## src/rtl/occupancy_monitor_if.sv

```systemverilog
// ---------------------------------------------------------------------------
// occupancy_monitor_if
// Bundles the sensor inputs, flag clear and all count/display/alarm outputs
// of occupancy_monitor.
//   Parameters : CNT_W (binary count width), DIGITS (BCD display digits)
//   master     : drives entry_det, exit_det, clear_flags; observes the rest
//   slave      : the monitor itself
//   Signals    : entry_det, exit_det (raw async sensor levels), clear_flags,
//                count, bcd, alarm, full, overflow, underflow, and either
//                seg_all (parallel display) or seg_mux/dig_sel when the
//                DISPLAY_MUX_EN macro is defined.
// ---------------------------------------------------------------------------
interface occupancy_monitor_if #(
   parameter int CNT_W  = 8,
   parameter int DIGITS = 3
);
   logic                  entry_det;
   logic                  exit_det;
   logic                  clear_flags;
   logic [CNT_W-1:0]      count;
   logic [4*DIGITS-1:0]   bcd;
`ifdef DISPLAY_MUX_EN
   logic [6:0]            seg_mux;
   logic [DIGITS-1:0]     dig_sel;
`else
   logic [7*DIGITS-1:0]   seg_all;
`endif
   logic                  alarm;
   logic                  full;
   logic                  overflow;
   logic                  underflow;

   modport master (
      output entry_det, exit_det, clear_flags,
      input  count, bcd,
`ifdef DISPLAY_MUX_EN
      input  seg_mux, dig_sel,
`else
      input  seg_all,
`endif
      input  alarm, full, overflow, underflow
   );

   modport slave (
      input  entry_det, exit_det, clear_flags,
      output count, bcd,
`ifdef DISPLAY_MUX_EN
      output seg_mux, dig_sel,
`else
      output seg_all,
`endif
      output alarm, full, overflow, underflow
   );
endinterface

```

## src/rtl/occupancy_monitor.sv

```systemverilog
// ---------------------------------------------------------------------------
// occupancy_monitor
// Bidirectional room occupancy counter. Each raw sensor is synchronised,
// debounced, and its rising debounced edge becomes a one-cycle event. The
// binary count saturates at CAPACITY; a BCD shadow of the count is kept by
// incremental carry/borrow (no divider) and decoded to 7-segment patterns.
// A registered alarm asserts at ALARM_HI and releases at ALARM_HI-HYST.
//
// Ports:
//   clk    : system clock
//   reset  : asynchronous, active-high reset
//   bus    : occupancy_monitor_if.slave (sensors, clear_flags, count, bcd,
//            display, alarm, full, overflow, underflow)
//
// Optional feature macro: DISPLAY_MUX_EN
//   undefined : seg_all carries all digits in parallel
//   defined   : seg_mux/dig_sel scan one digit per REFRESH_DIV cycles
// ---------------------------------------------------------------------------
module occupancy_monitor #(
   parameter int CNT_W       = 8,
   parameter int CAPACITY    = 99,
   parameter int ALARM_HI    = 80,
   parameter int HYST        = 5,
   parameter int DIGITS      = 3,
   parameter int DEBOUNCE    = 4,
   parameter int REFRESH_DIV = 1000
) (
   input  logic                 clk,
   input  logic                 reset,
   occupancy_monitor_if.slave   bus
);

   localparam int RUN_W = (DEBOUNCE > 1) ? $clog2(DEBOUNCE) : 1;
   localparam logic [RUN_W-1:0] RUN_LAST = RUN_W'(DEBOUNCE - 1);
   localparam logic [CNT_W-1:0] CAP_C    = CNT_W'(CAPACITY);
   localparam logic [CNT_W-1:0] ALARM_ON  = CNT_W'(ALARM_HI);
   localparam logic [CNT_W-1:0] ALARM_OFF = CNT_W'(ALARM_HI - HYST);
   localparam int BCD_W = 4 * DIGITS;

   // Decimal ripple increment: a digit at 9 wraps to 0 and carries upward.
   function automatic logic [BCD_W-1:0] bcd_inc(input logic [BCD_W-1:0] v);
      logic [BCD_W-1:0] r;
      logic             carry;
      r     = v;
      carry = 1'b1;
      for (int i = 0; i < DIGITS; i++) begin
         if (carry) begin
            if (v[4*i +: 4] == 4'd9) begin
               r[4*i +: 4] = 4'd0;
            end else begin
               r[4*i +: 4] = v[4*i +: 4] + 4'd1;
               carry       = 1'b0;
            end
         end
      end
      return r;
   endfunction

   // Decimal ripple decrement: a digit at 0 wraps to 9 and borrows upward.
   function automatic logic [BCD_W-1:0] bcd_dec(input logic [BCD_W-1:0] v);
      logic [BCD_W-1:0] r;
      logic             borrow;
      r      = v;
      borrow = 1'b1;
      for (int i = 0; i < DIGITS; i++) begin
         if (borrow) begin
            if (v[4*i +: 4] == 4'd0) begin
               r[4*i +: 4] = 4'd9;
            end else begin
               r[4*i +: 4] = v[4*i +: 4] - 4'd1;
               borrow      = 1'b0;
            end
         end
      end
      return r;
   endfunction

   // {g,f,e,d,c,b,a}, active-high; non-decimal codes blank the digit.
   function automatic logic [6:0] seg_decode(input logic [3:0] d);
      case (d)
         4'd0:    seg_decode = 7'b0111111;
         4'd1:    seg_decode = 7'b0000110;
         4'd2:    seg_decode = 7'b1011011;
         4'd3:    seg_decode = 7'b1001111;
         4'd4:    seg_decode = 7'b1100110;
         4'd5:    seg_decode = 7'b1101101;
         4'd6:    seg_decode = 7'b1111101;
         4'd7:    seg_decode = 7'b0000111;
         4'd8:    seg_decode = 7'b1111111;
         4'd9:    seg_decode = 7'b1101111;
         default: seg_decode = 7'b0000000;
      endcase
   endfunction

   // Channel 0 = entry, channel 1 = exit.
   logic [1:0]       raw;
   logic [1:0]       sync_p0;
   logic [1:0]       sync_p1;
   logic [1:0]       deb;
   logic [1:0]       deb_q;
   logic [RUN_W-1:0] run [2];
   logic [1:0]       ev;

   assign raw = {bus.exit_det, bus.entry_det};

   // ---- stage: synchroniser -> debouncer -> edge history ----
   always_ff @(posedge clk or posedge reset) begin
      if (reset) begin
         sync_p0 <= '0;
         sync_p1 <= '0;
         deb     <= '0;
         deb_q   <= '0;
         for (int ch = 0; ch < 2; ch++) run[ch] <= '0;
      end else begin
         sync_p0 <= raw;
         sync_p1 <= sync_p0;
         deb_q   <= deb;
         for (int ch = 0; ch < 2; ch++) begin
            if (sync_p1[ch] == deb[ch]) begin
               run[ch] <= '0;
            end else if (run[ch] == RUN_LAST) begin
               deb[ch] <= sync_p1[ch];
               run[ch] <= '0;
            end else begin
               run[ch] <= run[ch] + RUN_W'(1);
            end
         end
      end
   end

   assign ev = deb & ~deb_q;

   logic [CNT_W-1:0] count_r, count_next;
   logic [BCD_W-1:0] bcd_r, bcd_next;
   logic             set_ovf, set_unf;
   logic             alarm_r, overflow_r, underflow_r;

   always_comb begin
      count_next = count_r;
      bcd_next   = bcd_r;
      set_ovf    = 1'b0;
      set_unf    = 1'b0;
      case (ev)
         2'b01: begin
            if (count_r < CAP_C) begin
               count_next = count_r + CNT_W'(1);
               bcd_next   = bcd_inc(bcd_r);
            end else begin
               set_ovf = 1'b1;
            end
         end
         2'b10: begin
            if (count_r != '0) begin
               count_next = count_r - CNT_W'(1);
               bcd_next   = bcd_dec(bcd_r);
            end else begin
               set_unf = 1'b1;
            end
         end
         default: ; // none, or simultaneous entry+exit cancel
      endcase
   end

   // ---- stage: count/BCD/flags update, alarm follows count one cycle later ----
   always_ff @(posedge clk or posedge reset) begin
      if (reset) begin
         count_r     <= '0;
         bcd_r       <= '0;
         alarm_r     <= 1'b0;
         overflow_r  <= 1'b0;
         underflow_r <= 1'b0;
      end else begin
         count_r <= count_next;
         bcd_r   <= bcd_next;
         if (count_r >= ALARM_ON)       alarm_r <= 1'b1;
         else if (count_r <= ALARM_OFF) alarm_r <= 1'b0;
         if (set_ovf)               overflow_r <= 1'b1;
         else if (bus.clear_flags)  overflow_r <= 1'b0;
         if (set_unf)               underflow_r <= 1'b1;
         else if (bus.clear_flags)  underflow_r <= 1'b0;
      end
   end

   assign bus.count     = count_r;
   assign bus.bcd       = bcd_r;
   assign bus.alarm     = alarm_r;
   assign bus.full      = (count_r == CAP_C);
   assign bus.overflow  = overflow_r;
   assign bus.underflow = underflow_r;

`ifdef DISPLAY_MUX_EN
   localparam int REF_W = (REFRESH_DIV > 1) ? $clog2(REFRESH_DIV) : 1;
   localparam logic [REF_W-1:0] REF_LAST = REF_W'(REFRESH_DIV - 1);

   logic [REF_W-1:0]  ref_cnt;
   logic [DIGITS-1:0] sel_r, sel_next;
   logic [6:0]        seg_r, seg_next;

   // seg_mux is loaded with the digit that dig_sel selects in the same
   // cycle, so the two outputs always agree.
   always_comb begin
      sel_next = sel_r;
      seg_next = 7'b0000000;
      if (ref_cnt == REF_LAST) sel_next = (sel_r << 1) | (sel_r >> (DIGITS - 1));
      for (int i = 0; i < DIGITS; i++) begin
         if (sel_next[i]) seg_next = seg_decode(bcd_r[4*i +: 4]);
      end
   end

   // ---- stage: display scan ----
   always_ff @(posedge clk or posedge reset) begin
      if (reset) begin
         ref_cnt <= '0;
         sel_r   <= DIGITS'(1);
         seg_r   <= 7'b0111111;
      end else begin
         ref_cnt <= (ref_cnt == REF_LAST) ? '0 : ref_cnt + REF_W'(1);
         sel_r   <= sel_next;
         seg_r   <= seg_next;
      end
   end

   assign bus.seg_mux = seg_r;
   assign bus.dig_sel = sel_r;
`else
   always_comb begin
      bus.seg_all = '0;
      for (int i = 0; i < DIGITS; i++) begin
         bus.seg_all[7*i +: 7] = seg_decode(bcd_r[4*i +: 4]);
      end
   end
`endif

endmodule

```

## src/flat_wrapper.sv

```systemverilog
// flat-port wrapper written by rule: the top's interface ports become plain ports
module occupancy_monitor_flat 
#(
   parameter int CNT_W       = 8,
   parameter int CAPACITY    = 99,
   parameter int ALARM_HI    = 80,
   parameter int HYST        = 5,
   parameter int DIGITS      = 3,
   parameter int DEBOUNCE    = 4,
   parameter int REFRESH_DIV = 1000
)
  (clk, reset, bus_entry_det, bus_exit_det, bus_clear_flags, bus_count, bus_bcd, bus_seg_all, bus_alarm, bus_full, bus_overflow, bus_underflow);
  occupancy_monitor_if #(.CNT_W(CNT_W), .DIGITS(DIGITS)) bus_i ();
  input  logic clk;
  input  logic reset;
  input wire logic [$bits(bus_i.entry_det)-1:0] bus_entry_det;
  input wire logic [$bits(bus_i.exit_det)-1:0] bus_exit_det;
  input wire logic [$bits(bus_i.clear_flags)-1:0] bus_clear_flags;
  output wire logic [$bits(bus_i.count)-1:0] bus_count;
  output wire logic [$bits(bus_i.bcd)-1:0] bus_bcd;
  output wire logic [$bits(bus_i.seg_all)-1:0] bus_seg_all;
  output wire logic [$bits(bus_i.alarm)-1:0] bus_alarm;
  output wire logic [$bits(bus_i.full)-1:0] bus_full;
  output wire logic [$bits(bus_i.overflow)-1:0] bus_overflow;
  output wire logic [$bits(bus_i.underflow)-1:0] bus_underflow;
  assign bus_i.entry_det = bus_entry_det;
  assign bus_i.exit_det = bus_exit_det;
  assign bus_i.clear_flags = bus_clear_flags;
  assign bus_count = bus_i.count;
  assign bus_bcd = bus_i.bcd;
  assign bus_seg_all = bus_i.seg_all;
  assign bus_alarm = bus_i.alarm;
  assign bus_full = bus_i.full;
  assign bus_overflow = bus_i.overflow;
  assign bus_underflow = bus_i.underflow;
  occupancy_monitor #(.CNT_W(CNT_W), .CAPACITY(CAPACITY), .ALARM_HI(ALARM_HI), .HYST(HYST), .DIGITS(DIGITS), .DEBOUNCE(DEBOUNCE), .REFRESH_DIV(REFRESH_DIV)) u_core (.clk(clk), .reset(reset), .bus(bus_i));
endmodule
```

## config.mk

```make
export PLATFORM = sky130hd
export DESIGN_NAME = occupancy_monitor_flat
export DESIGN_NICKNAME = d
export VERILOG_FILES = /design/src/rtl/occupancy_monitor_if.sv /design/src/rtl/occupancy_monitor.sv /design/src/flat_wrapper.sv
export SDC_FILE = /design/constraint.sdc
export NUM_CORES = 1
export LEC_CHECK = 0
export ABC_AREA = 1
export CAP_MARGIN = 15
export CORE_ASPECT_RATIO = 2
export CORE_MARGIN = 2
export CORE_UTILIZATION = 40
export CTS_CLUSTER_SIZE = 14
export DETAILED_ROUTE_END_ITERATION = 8
export PLACE_DENSITY_LB_ADDON = 0.25
export REMOVE_ABC_BUFFERS = 1
export SYNTH_ARGS = -nofsm -noshare
export SYNTH_HDL_FRONTEND = slang
export SYNTH_SLANG_ARGS = --single-unit
export TNS_END_PERCENT = 30
```

## constraint.sdc

```tcl
create_clock -name clk -period 2 [get_ports clk]
set_input_delay 0.3 -clock clk [delete_from_list [all_inputs] [get_ports clk]]
set_output_delay 0.3 -clock clk [all_outputs]
set_load 0.005 [all_outputs]
```

After elaboration in Yosys (flattened, before gate mapping)
Memories as Yosys holds them, arrays and structs flattened.
Cells that the tools add are included.

operators by class
  $add $sub $neg = 10
  $lt $le $gt $ge = 3
  equal/unequal tests = 16
  muxes and demuxes = 43
  bitwise logic cells = 4
  reductions and logical operators = 13

operators by type and width
  operator               count
  $mux W4                10
  $mux W12               2
  $pmux W12 S2           1
  $mux W1                23
  $mux W8                2
  $pmux W8 S2            1
  $add A4 B1 Y4 const B  3
  $eq A4 B4 Y1 const B   3
  $logic_not A4 Y1       3
  $ne A2 B1 Y1 const B   6
  $sub A4 B1 Y4 const B  3
  $reduce_and A5 Y1      2
  $add A8 B1 Y8 const B  1
  $eq A8 B7 Y1 const B   1
  $ge A8 B7 Y1 const B   1
  $le A8 B7 Y1 const B   1
  $lt A8 B7 Y1 const B   1
  $mux W2                4
  $reduce_bool A2 Y1     4
  $reduce_bool A8 Y1     1
  $sub A8 B1 Y8 const B  1
  $eq A2 B2 Y1 const B   3
  $add A2 B1 Y2 const B  2
  $reduce_and A2 Y1      2
  other kinds (6)        8

storage, ports and cells
  bits in registers = 35
  bits in read-only memories = 336
  input port bits = 5
  memories = 3

memories
  name             depth  width  rd ports  clocked after Yosys merged registers in  write ports  line                     RTL
  (no name shown)  16     7      1         0                                        0            occupancy_monitor.sv:80  case (d)
  (no name shown)  16     7      1         0                                        0            occupancy_monitor.sv:80
  (no name shown)  16     7      1         0                                        0            occupancy_monitor.sv:80

Logic depth before layout (Yosys ltp)
Gate-level depths: netlist of the first run.

  depth in word-level cells = 10
  mapped depth = 16
  gate-level depth less buffers = 14

Worst setup path after synthesis of the first run
Ideal clock, no wire load.

  path type = reg2reg
  from = register u_core.deb[0]
  to = register u_core.count_r[2], in the netlist u_core.bus.count[2]
  setup time = 0.121 ns
  arrival = 1.788 ns
  data required time = 1.879 ns
  path slack = 0.091 ns
  cell stages (with the launch flop) = 13
  path buffers = 1
  cell sequence = dfrtp_1 inv_1 nor2_1 inv_1 ha_1 buf_6 nor2_1 nor2_1 ha_1 o21bai_1 or2_2 nand3_1 o21ai_1

on the way
  longest elaborated chain between the ends = 4
  elaborated cells on any way between the ends = 8
  classes of those cells = eq/ne: 4; mux: 1; bitwise: 1; reduce/logical: 2

ends and longest elaborated chain
  element                                                       line                      RTL
  start, declared                                               occupancy_monitor.sv:99   logic [1:0] deb;
  start signal, assigned by index                               occupancy_monitor.sv:122  deb[ch] <= sync_p1[ch];
  $and A2 B2 Y2 *                                               occupancy_monitor.sv:131  assign ev = deb & ~deb_q;
  $eq A2 B2 Y1 or $eq A2 B1 Y1 (tied branches)                  occupancy_monitor.sv:143  case (ev)
  $ne A2 B1 Y1 (no line) or $reduce_bool A2 Y1 (tied branches)  -
  $reduce_and A3 Y1 (no line)                                   -
  end signal, assigned                                          occupancy_monitor.sv:173  count_r <= count_next;
  end, declared                                                 occupancy_monitor.sv:133  logic [CNT_W-1:0] count_r, count_next;

Mark *: on every way between the ends. The rest lies on a longest branch, timed or not.
A chain may end at the register's enable or synchronous reset.

Worst setup path after layout of the first run
  from = register u_core.bcd_r[0], in the netlist u_core.bus.bcd[0]
  to = output bus_seg_all[3]

on the way
  longest elaborated chain between the ends = 1

ends and longest elaborated chain
  element                 line                      RTL
  start, declared         occupancy_monitor.sv:134  logic [BCD_W-1:0] bcd_r, bcd_next;
  start signal, assigned  occupancy_monitor.sv:174  bcd_r <= bcd_next;
  $mem_v2 Z16 W7          -
  end, declared           flat_wrapper.sv:21        output wire logic [$bits(bus_i.seg_all)-1:0] bus_seg_all;

No other way between the ends.

==> results of run 1 <==
-- power by group through the flow --
| stage | sequential, mW | clock, mW | combinational [mW] |
|---|---|---|---|
| finish | 1.32 | 0.927 | 4.91 |
| global route | 1.36 | 0.973 | 5.49 |
| CTS | 1.31 | 0.948 | 4.72 |
| detailed placement | 1.32 | 0 | 4.67 |
| global placement | 1.31 | 0 | 4.62 |
| floorplan | 1.34 | 0 | 2.57 |
-- per-layer routing --
metal | global-route usage (%) | up-vias
met5 | 0 | -
met2 | 39.6 | 65
met4 | 11.9 | 0
li1 | - | 1391
met1 | 19.0 | 1306
met3 | 3.16 | 24
-- cells in the final DEF (no fill, tap or decap), types with 3 or more instances in the layout --
cell | Yosys | final
nand2_1 | 102 | 102
buf_4 | 1 | 38
inv_1 | 44 | 36
nor2_1 | 40 | 33
dfrtp_1 | 35 | 29
nand3_1 | 28 | 27
clkdlybuf4s50_1 | 0 | 27
ha_1 | 29 | 25
a21oi_1 | 21 | 20
o21ai_1 | 14 | 17
o21ai_0 | 19 | 16
dlygate4sd2_1 | 0 | 16
nor2_2 | 4 | 10
inv_2 | 4 | 10
xor2_1 | 6 | 6
o22ai_1 | 6 | 6
dfrtp_2 | 0 | 6
xnor2_1 | 5 | 5
clkbuf_16 | 0 | 5
nor3_1 | 4 | 4
dlymetal6s2s_1 | 0 | 4
nand3_2 | 2 | 3
nand2_2 | 3 | 3
-- timing repair --
item | CTS | global route
endpoints found under the setup margin | 23 | 26
buffers inserted | 10 | 6
pin swaps | 0 | 2
resized for setup | 37 | 26
-- cells by family after synthesis --
group | Yosys count | synth area share, %
AND/OR/NAND/NOR | 187 | 30.3
adder cells (fa/ha/maj) | 29 | 13.3
AO/OA/AOI/OAI | 61 | 11.6
XOR/XNOR | 11 | 3.54
buffers and inverters | 55 | 9.06
flip-flops | 35 | 32.2
-- critical path: cells and delay by family, from the launching register on --
kind | cells | cell delay, ns
buffers and inverters | 3 | 0.41
adders and majority gates | 1 | 0.27
AOI/OAI and AO/OA | 1 | 0.13
and+or+nand+nor | 2 | 0.13
DFF | 1 | 0.44
-- layout make-up --
cell class	instances	area share [%]
clock inverter	3	1.25
clock buffer	5	3.28
sequential	35	23.1
tap	88	2.89
timing repair buffer	89	20.8
multi-input combinational	288	43.6
inverter	49	5.08
-- stage by stage --
step | setup TNS (ns) | setup WS [ns]
5_1_grt | -0.138 | -0.0741
4_1_cts | -0.330 | -0.116
3_5_place_dp | 0 | 0.0144
6_report | 0 | 0.0248
2_1_floorplan | -2.28 | -0.201
3_3_place_gp | 0 | 0.0350
-- synthesized netlist by cell type --
cell type	number
buf_2	1
nor2_1	40
ha_1	29
xnor2_1	5
nand3_1	28
or2_2	1
buf_4	1
buf_6	4
nand4_4	1
o22ai_1	6
inv_6	1
nor2_8	2
o21ai_1	14
nor2_2	4
nand2_1	102
xor2_1	6
nor3_1	4
o21bai_1	1
inv_2	4
o21ai_0	19
nand3_2	2
a21oi_1	21
dfrtp_1	35
nand2_2	3
inv_1	44
-- registers in the layout (all words and copies together) (netlist names) --
| signal | count |
|---|---|
| u_core.bus.alarm | 1 |
| u_core.bus.bcd | 12 |
| u_core.bus.count | 8 |
| u_core.bus.overflow | 1 |
| u_core.bus.underflow | 1 |
| u_core.deb | 2 |
| u_core.deb_q | 2 |
| u_core.run | 4 |
| u_core.sync_p0 | 2 |
| u_core.sync_p1 | 2 |
-- final timing paths --
check | endpoint | slack (ns) | cells past startpoint
worst min register to register | u_core.sync_p1[1] | 0.35 | 0
worst max-delay path | bus_seg_all[3] | 0.02 | 7
max in group asynchronous | u_core.bus.count[5] | 1.22 | 3
worst max register to register | u_core.bus.count[2] | 0.14 | 10
min in group asynchronous | u_core.deb_q[1] | 0.41 | 3
worst min-delay path | u_core.sync_p1[1] | 0.35 | 0
==> flow_metrics.py, run 1 <==
metrics = {
    "power": {
        "vdd_drop_max_uv": 930,
        "switching_power_mw": 3.26,
        "internal_power_mw": 3.90,
        "cellPowerDensity_nw_per_um2": 1880,
        "power_mw": 7.16,
        "p_comb_share_pct": 68.6,
        "power.share.sequential_pct": 18.4,
        "switching_share_pct": 45.5,
        "power.share.clock_pct": 12.9,
        "p_leak_nw": 1.94,
    },
    "cts": {
        "clk_pin_slew_ns": 0.06,
        "clk_root_buffer_cell": "clkbuf_16",
        "cts_made_buffers": 5,
        "cts_sinks": 35,
        "htree_levels": 2,
        "clk_latency_ns": 0.29,
        "cts_buffer_depth": 2,
        "cts_tree": "done",
        "holdBufCountCts": 0,
    },
    "routing": {
        "first_iter_violations": 116,
        "drc": 0,
        "firstDrtPassIters": 4,
        "wl_per_cell_um": 13.1,
        "ant_nets": 0,
        "top_layer_used": "met4",
        "m1WireLength_mm": 2.57,
        "wl_met2_mm": 4.24,
        "vias_per_cell": 5.00,
        "vias": 2786,
        "wl_met3_um": 226,
        "drt_wl_total_mm": 7.32,
    },
    "critical_path": {
        "crit_top_cell": "nor2_1",
        "crit_fanout": 5,
        "startpoint_type": "flop",
        "end_kind": "primary output",
        "regToRegStartpoint": "u_core.deb_q[1]",
        "cp_cell_sequence": "inv_2 -> ha_2 -> a21oi_2 -> inv_1 -> nor2_1 -> nor2_1 -> dlygate4sd2_1",
        "crit_arrival_ns": 1.68,
        "critPathMaxStageDelay_ns": 0.44,
        "worstPathRequired_ns": 1.70,
        "crit_type": "reg -> out",
        "cp-startpoint": "u_core.bus.bcd[0]",
        "crit_slowest_cell": "dfrtp_1",
    },
    "global_route": {
        "grt_pass1_wl_mm": 12.0,
        "gr-usage-all-layers_pct": 20.1,
        "antenna_found_initial": 0,
        "grt_pass1_vias": 2739,
        "grt_max_degree": 36,
        "gr-total-overflow": 0,
    },
    "timing": {
        "post-route-period-util_pct": 98.8,
        "rsz0062_at_grt": "yes",
        "period_needed_ns": 1.98,
        "hold_ws_ns": 0.347,
        "hold_viol": 0,
        "max_freq_ghz": 0.506,
        "slew_headroom_pct": 68.9,
        "tightest_slew_ns": 0.467,
        "fin_skew_ns": 0.00692,
        "setup_viol": 0,
        "finalMaxSlewViolations": 0,
    },
    "die": {
        "io_pins": 50,
        "die_w_um": 62.3,
        "die_h_um": 121,
        "core_area_um2": 6620,
        "die_area_um2": 7520,
        "row_count": 42,
        "initial_utilization_pct": 41.1,
    },
    "finish": {
        "final_cells": 557,
        "fin_nets": 502,
        "diodes": 0,
        "syn_to_final_growth_pct": 40.2,
        "final_util_pct": 57.6,
        "multiInputGateArea_um2": 1660,
        "final.fill_count": 652,
        "design_area_um2": 3820,
        "drive_gt1_share_pct": 20.3,
        "register_area_um2": 883,
    },
    "logic_synthesis": {
        "synth_top_area_cell": "dfrtp_1",
        "yosys.area.top_type_share_pct": 32.2,
        "syn_area_per_cell_um2": 7.20,
        "seq_area_frac_synth_pct": 32.2,
        "yosysWarnings": 0,
        "synthCells": 378,
        "synth_area_um2": 2720,
        "synthTopCellsByArea": "dfrtp_1 (32%), nand2_1 (14%), ha_1 (13%)",
        "yosysUniqueCellTypes": 25,
        "synth-seq-cells": 35,
    },
    "placement": {
        "placedInstanceArea_um2": 3460,
        "dp_hpwl_mm": 5.28,
        "gp_congestion": 0.899,
        "port_buffers": 49,
        "dp_cells": 533,
    },
    "hold_path": {
        "min_path_type": "reg -> reg",
        "worstHoldStart": "u_core.sync_p0[1]",
    },
    "run_status": {
        "outcome": "completed",
    },
    "flow_run": {
        "cap_violations": 0,
    },
}
Note: power is estimated with default switching activity, not from simulation.
==> run 2, diff against run 1 <==
CAP_MARGIN = 20   (was 15)
CORE_UTILIZATION = 48   (was 40)
clock period = 1.6 ns   (was 2 ns; I/O delays follow)
==> run 2 against run 1 <==
The run now ends with setup timing left; combinational power up 74%; highest routed layer unchanged; sequential cell count is the same; total power is 52% higher; final cell count is 8.1% higher; critical endpoint is now u_core.bus.bcd[5].
==> flow_metrics.py, run 2 (same netlist as run 1, synthesis figures left out) <==
metrics = {
    "run_status": {
        "outcome": "complete, but fails checks",
        "violations": "setup timing",
    },
    "finish": {
        "syn_to_final_growth_pct": 68.2,
        "final_util_pct": 83.7,
        "final.fill_count": 308,
        "design_area_um2": 4580,
        "fin_nets": 575,
        "diodes": 0,
        "final_cell_mix": "buf_4 (88), nand2_1 (86), dfrtp_1 (30)",
        "drive_gt1_share_pct": 44.6,
        "register_area_um2": 882,
        "multiInputGateArea_um2": 1950,
        "final_common_cell": "buf_4",
        "final_cells": 602,
        "largest_reg_flops": 12,
    },
    "critical_path": {
        "regToRegStartpoint": "u_core.deb[0]",
        "crit_slowest_cell": "dfrtp_1",
        "crit_type": "reg -> reg",
        "crit_cells": 15,
        "startpoint_type": "flop",
        "crit_arrival_ns": 2.15,
        "crit_fanout": 8,
        "r2r_cells": 15,
        "critPathMaxStageDelay_ns": 0.37,
        "cp_cell_sequence": "inv_2 -> nor2_4 -> inv_2 -> ha_4 -> buf_6 -> inv_8 -> nor2_4 -> nand3_2 -> nor2_2 -> nor2_1 -> nand2_2 -> buf_12 -> nor2_8 -> nand2_1 -> o21ai_1",
        "end_kind": "flop",
        "worst-path-buf-inv": 5,
        "cp_top_family": "simple AND/OR/NAND/NOR gates",
        "reg2reg_to": "u_core.bus.bcd[5]",
        "reg2reg_slack_ns": -0.36,
        "worstPathRequired_ns": 1.80,
    },
    "global_route": {
        "gr-total-overflow": 0,
        "grt_pass1_wl_mm": 14.5,
        "grt_pass1_vias": 3298,
        "grt_max_degree": 36,
        "gr-usage-all-layers_pct": 28.5,
        "antenna_found_initial": 0,
    },
    "timing": {
        "tightest_slew_ns": 0.274,
        "hold_ws_ns": 0.298,
        "period_needed_ns": 1.96,
        "fin_skew_ns": 0.00641,
        "post-route-period-util_pct": 122,
        "hold_viol": 0,
        "max_freq_ghz": 0.510,
        "slew_headroom_pct": 81.5,
        "worst_slack_ns": -0.360,
        "rsz0062_at_grt": "yes",
        "finalMaxSlewViolations": 0,
        "setup_viol": 41,
    },
    "cts": {
        "clk_root_buffer_cell": "clkbuf_8",
        "clk_latency_ns": 0.29,
        "cts_made_buffers": 5,
        "cts_buffer_depth": 2,
        "cts_tree": "done",
        "clk_pin_slew_ns": 0.08,
        "cts_sinks": 35,
        "holdBufCountCts": 0,
        "htree_levels": 2,
    },
    "power": {
        "p_leak_nw": 2.34,
        "switching_power_mw": 5.10,
        "power.share.sequential_pct": 15.2,
        "cellPowerDensity_nw_per_um2": 2380,
        "power.share.clock_pct": 6.2,
        "vdd_drop_max_uv": 1720,
        "p_comb_share_pct": 78.5,
        "internal_power_mw": 5.79,
        "switching_share_pct": 46.8,
    },
    "placement": {
        "gp_congestion": 0.941,
        "port_buffers": 49,
        "dp_hpwl_mm": 5.97,
        "placedInstanceArea_um2": 3940,
        "dp_cells": 570,
    },
    "die": {
        "die_w_um": 57.2,
        "die_h_um": 110,
        "io_pins": 50,
        "row_count": 38,
        "core_area_um2": 5470,
        "die_area_um2": 6320,
        "initial_utilization_pct": 49.8,
    },
    "routing": {
        "ant_nets": 0,
        "drc": 0,
        "first_iter_violations": 133,
        "vias": 3267,
        "vias_per_cell": 5.43,
        "drt_wl_total_mm": 9.55,
        "firstDrtPassIters": 4,
        "wl_per_cell_um": 15.9,
    },
    "hold_path": {
        "min_path_type": "in -> async",
    },
    "flow_run": {
        "cap_violations": 0,
    },
}
[run 2: cell count changes in the layout (fill, tap and decap cells not counted), moves of 8 or more]
cell             change
clkdlybuf4s50_1     -11
nand2_2             +13
buf_4               +50
nand2_1             -16
dlygate4sd2_1       -12
ha_4                +10
inv_1                -8
ha_1                -13
buf_6               +23
buf_2               +18
[run 2: area by class of cell]
| class | instances | share of cell area (%) |
|---|---|---|
| Clock buffer | 5 | 1.50 |
| Timing Repair Buffer | 162 | 29.9 |
| Sequential cell | 35 | 19.3 |
| Multi-Input combinational cell | 288 | 42.7 |
| Tap cell | 60 | 1.64 |
| Clock inverter | 3 | 0.519 |
| Inverter | 49 | 4.46 |
[run 2: worst max path at each step]
| stage | from | endpoint | slack, ns |
|---|---|---|---|
| final | u_core.deb[0] | u_core.bus.bcd[5] | -0.36 |
| after global routing | u_core.deb_q[0] | u_core.bus.bcd[5] | -0.44 |
| after CTS | u_core.bus.bcd[8] | bus_seg_all[19] | -0.24 |
| after detailed placement | u_core.deb[0] | u_core.bus.count[2] | -0.37 |
| after global placement | u_core.deb[0] | u_core.bus.count[2] | -0.29 |
| after floorplan | u_core.deb[1] | u_core.bus.count[6] | -0.60 |
[run 2: power groups by stage]
| stage | registers (mW) | clock network [mW] | logic (mW) |
|---|---|---|---|
| floorplan | 1.68 | 0 | 3.21 |
| global placement | 1.57 | 0 | 6.90 |
| detailed placement | 1.58 | 0 | 7.07 |
| CTS | 1.59 | 0.686 | 7.70 |
| global route | 1.69 | 0.731 | 9.23 |
| finish | 1.66 | 0.680 | 8.56 |
[run 2: what timing repair did]
item,CTS,global route
gates resized for setup,159,75
setup endpoints to repair,46,50
pin swaps,27,25
buffers inserted,18,7
[run 2: through the flow]
| stage | setup TNS (ns) | power (mW) | worst slack (ns) |
|---|---|---|---|
| 6_report | -6.57 | 10.9 | -0.360 |
| 4_1_cts | -5.41 | 9.98 | -0.243 |
| 5_1_grt | -9.57 | 11.7 | -0.441 |
| 3_5_place_dp | -9.95 | 8.65 | -0.370 |
| 3_3_place_gp | -7.97 | 8.47 | -0.293 |
| 2_1_floorplan | -10.28 | 4.89 | -0.601 |
[run 2: tightest hold or removal path: cells and delay by family]
| family | cells | cell delay [ns] |
|---|---|---|
| buffers and inverters | 3 | 0.72 |
[run 2: per-layer routing]
metal / global-route usage, % / share of wire [%] / vias to the layer above
met4: 18.1 / 5.0 / 0
met3: 2.93 / 3.8 / 44
met1: 27.5 / 34 / 1560
met5: 0 / 0 / -
li1: - / - / 1540
met2: 53.9 / 57 / 123
==> run 3, diff against run 2 <==
PLACE_DENSITY = 0.86   (was not set)
PLACE_DENSITY_LB_ADDON = not set   (was 0.25)
==> run 3 against run 2 <==
The flow still finishes with violations (setup timing); critical path depth unchanged; largest cell class unchanged; first-iteration DRC count rose to 3.7 times the previous value; register-to-register slack worse by 0.11 ns; combinational power up 7.8%; sequential cell count unchanged; wire length up 24%; critical path type unchanged.
==> flow_metrics.py, run 3 (same netlist as run 1, synthesis figures left out) <==
metrics = {
    "finish": {
        "largest_reg_flops": 12,
        "design_area_um2": 4560,
        "fin_nets": 571,
        "drive_gt1_share_pct": 45.2,
        "diodes": 0,
        "syn_to_final_growth_pct": 67.4,
        "final_common_cell": "buf_4",
        "final_cell_mix": "buf_4 (90), nand2_1 (87), dfrtp_1 (32)",
    },
    "cts": {
        "htree_levels": 2,
        "cts_buffer_depth": 2,
        "clk_root_buffer_cell": "clkbuf_8",
        "clk_pin_slew_ns": 0.08,
        "holdBufCountCts": 0,
        "clk_latency_ns": 0.31,
        "cts_made_buffers": 5,
        "cts_tree": "done",
        "cts_sinks": 35,
    },
    "critical_path": {
        "crit_type": "reg -> reg",
        "startpoint_type": "flop",
        "crit_arrival_ns": 2.27,
        "worstPathRequired_ns": 1.80,
        "critPathMaxStageDelay_ns": 0.39,
        "worst-path-buf-inv": 5,
        "crit_top_cell": "nand2_1",
        "regToRegStartpoint": "u_core.deb[0]",
        "cp_cell_sequence": "inv_2 -> nor2_4 -> inv_2 -> ha_4 -> buf_6 -> inv_8 -> buf_12 -> nand2_1 -> nand2_1 -> nor2_1 -> nand3_1 -> nand2_1 -> nand2_1 -> nand3_1 -> nand2_1",
        "cp-startpoint": "u_core.deb[0]",
        "crit_fanout": 7,
        "end_kind": "flop",
        "cp_top_family": "simple AND/OR/NAND/NOR gates",
        "crit_slowest_cell": "dfrtp_1",
    },
    "timing": {
        "hold_viol": 0,
        "finalMaxSlewViolations": 0,
        "fin_skew_ns": 0.00934,
        "post-route-period-util_pct": 129,
        "worst_slack_ns": -0.469,
        "period_needed_ns": 2.07,
        "max_freq_ghz": 0.483,
        "setup_viol": 44,
        "tightest_slew_ns": 0.467,
        "rsz0062_at_grt": "yes",
        "slew_headroom_pct": 68.9,
    },
    "die": {
        "io_pins": 50,
        "row_count": 38,
        "die_w_um": 57.2,
        "die_area_um2": 6320,
        "initial_utilization_pct": 49.8,
        "die_h_um": 110,
        "core_area_um2": 5470,
    },
    "power": {
        "p_leak_nw": 2.30,
        "vdd_drop_max_uv": 1800,
        "cellPowerDensity_nw_per_um2": 2540,
    },
    "routing": {
        "firstDrtPassIters": 8,
        "vias": 3606,
        "ant_nets": 0,
        "drc": 0,
        "vias_per_cell": 6.03,
        "wl_per_cell_um": 19.7,
        "first_iter_violations": 486,
        "drt_wl_total_mm": 11.8,
    },
    "global_route": {
        "grt_max_degree": 36,
        "grt_pass1_vias": 3364,
        "grt_pass1_wl_mm": 15.8,
        "gr-total-overflow": 0,
        "antenna_found_initial": 0,
        "gr-usage-all-layers_pct": 32.0,
    },
    "placement": {
        "pre_cts_ws_ns": -0.362,
        "dp_hpwl_mm": 6.15,
        "gp_congestion": 0.920,
        "port_buffers": 49,
        "placedInstanceArea_um2": 3890,
    },
    "hold_path": {
        "min_path_type": "in -> async",
    },
    "run_status": {
        "outcome": "complete, but fails checks",
        "violations": "setup timing",
    },
    "flow_run": {
        "cap_violations": 0,
    },
}
## run 3: worst reg2reg max path, cell delays in order (launching register included)
cell	delay, ns
dfrtp_1	0.39
inv_2	0.09
nor2_4	0.04
inv_2	0.07
ha_4	0.18
buf_6	0.13
inv_8	0.04
buf_12	0.13
nand2_1	0.10
nand2_1	0.10
nor2_1	0.23
nand3_1	0.18
nand2_1	0.13
nand2_1	0.05
nand3_1	0.06
nand2_1	0.06
## run 3: worst paths after layout
path	end	depth (start not counted)	slack (ns)
setup / recovery	u_core.bus.count[6]	15	-0.47
max in group asynchronous	u_core.bus.bcd[3]	3	0.89
setup reg to reg	u_core.bus.count[6]	15	-0.47
min in group clk	u_core.sync_p1[0]	0	0.36
hold / removal	u_core.deb[1]	3	0.35
hold reg to reg	u_core.sync_p1[0]	0	0.36
## run 3: metal layers
| layer | wire (um) | vias to the layer above | track usage, % |
|---|---|---|---|
| met5 | 0 | - | 0 |
| li1 | - | 1527 | - |
| met3 | 936 | 115 | 4.22 |
| met4 | 1040 | 0 | 16.9 |
| met2 | 5940 | 310 | 58.7 |
| met1 | 3880 | 1654 | 33.6 |
## run 3: final cells by class
class,count,area (um^2)
clock buffer,6,82.6
clock inverter,2,16.3
fill,296,911
inverter,49,211
multi-input combinational,288,1980
sequential,35,880
tap,60,75.1
timing repair buffer,158,1320
## run 3: metrics by stage
step / hold slack [ns] / cells / setup TNS, ns / power, mW / utilization [%]
final: 0.352 / 598 / -9.64 / 11.6 / 83.3
after global routing: 0.361 / 598 / -12.12 / 12.2 / 83.3
after CTS: 0.358 / 592 / -4.38 / 10.0 / 79.5
after detailed placement: 0.342 / 566 / -9.61 / 8.58 / 71.2
after global placement: 0.337 / 566 / -7.72 / 8.36 / 71.2
after floorplan: 0.271 / 372 / -10.28 / 4.89 / -
## run 3: report_power, final
group          leakage, nW  total [mW]  switching (mW)  internal (mW)
registers            0.436        1.64           0.380           1.26
clock network       0.0474       0.715           0.364          0.351
logic                 1.81        9.23            4.95           4.29
total                 2.30        11.6            5.69           5.89
## run 3: timing repair
item | CTS | global route
gates resized for setup | 190 | 53
setup buffers | 20 | 6
endpoints found under the setup margin | 52 | 48
cloned | 0 | 0
pin swaps | 27 | 26
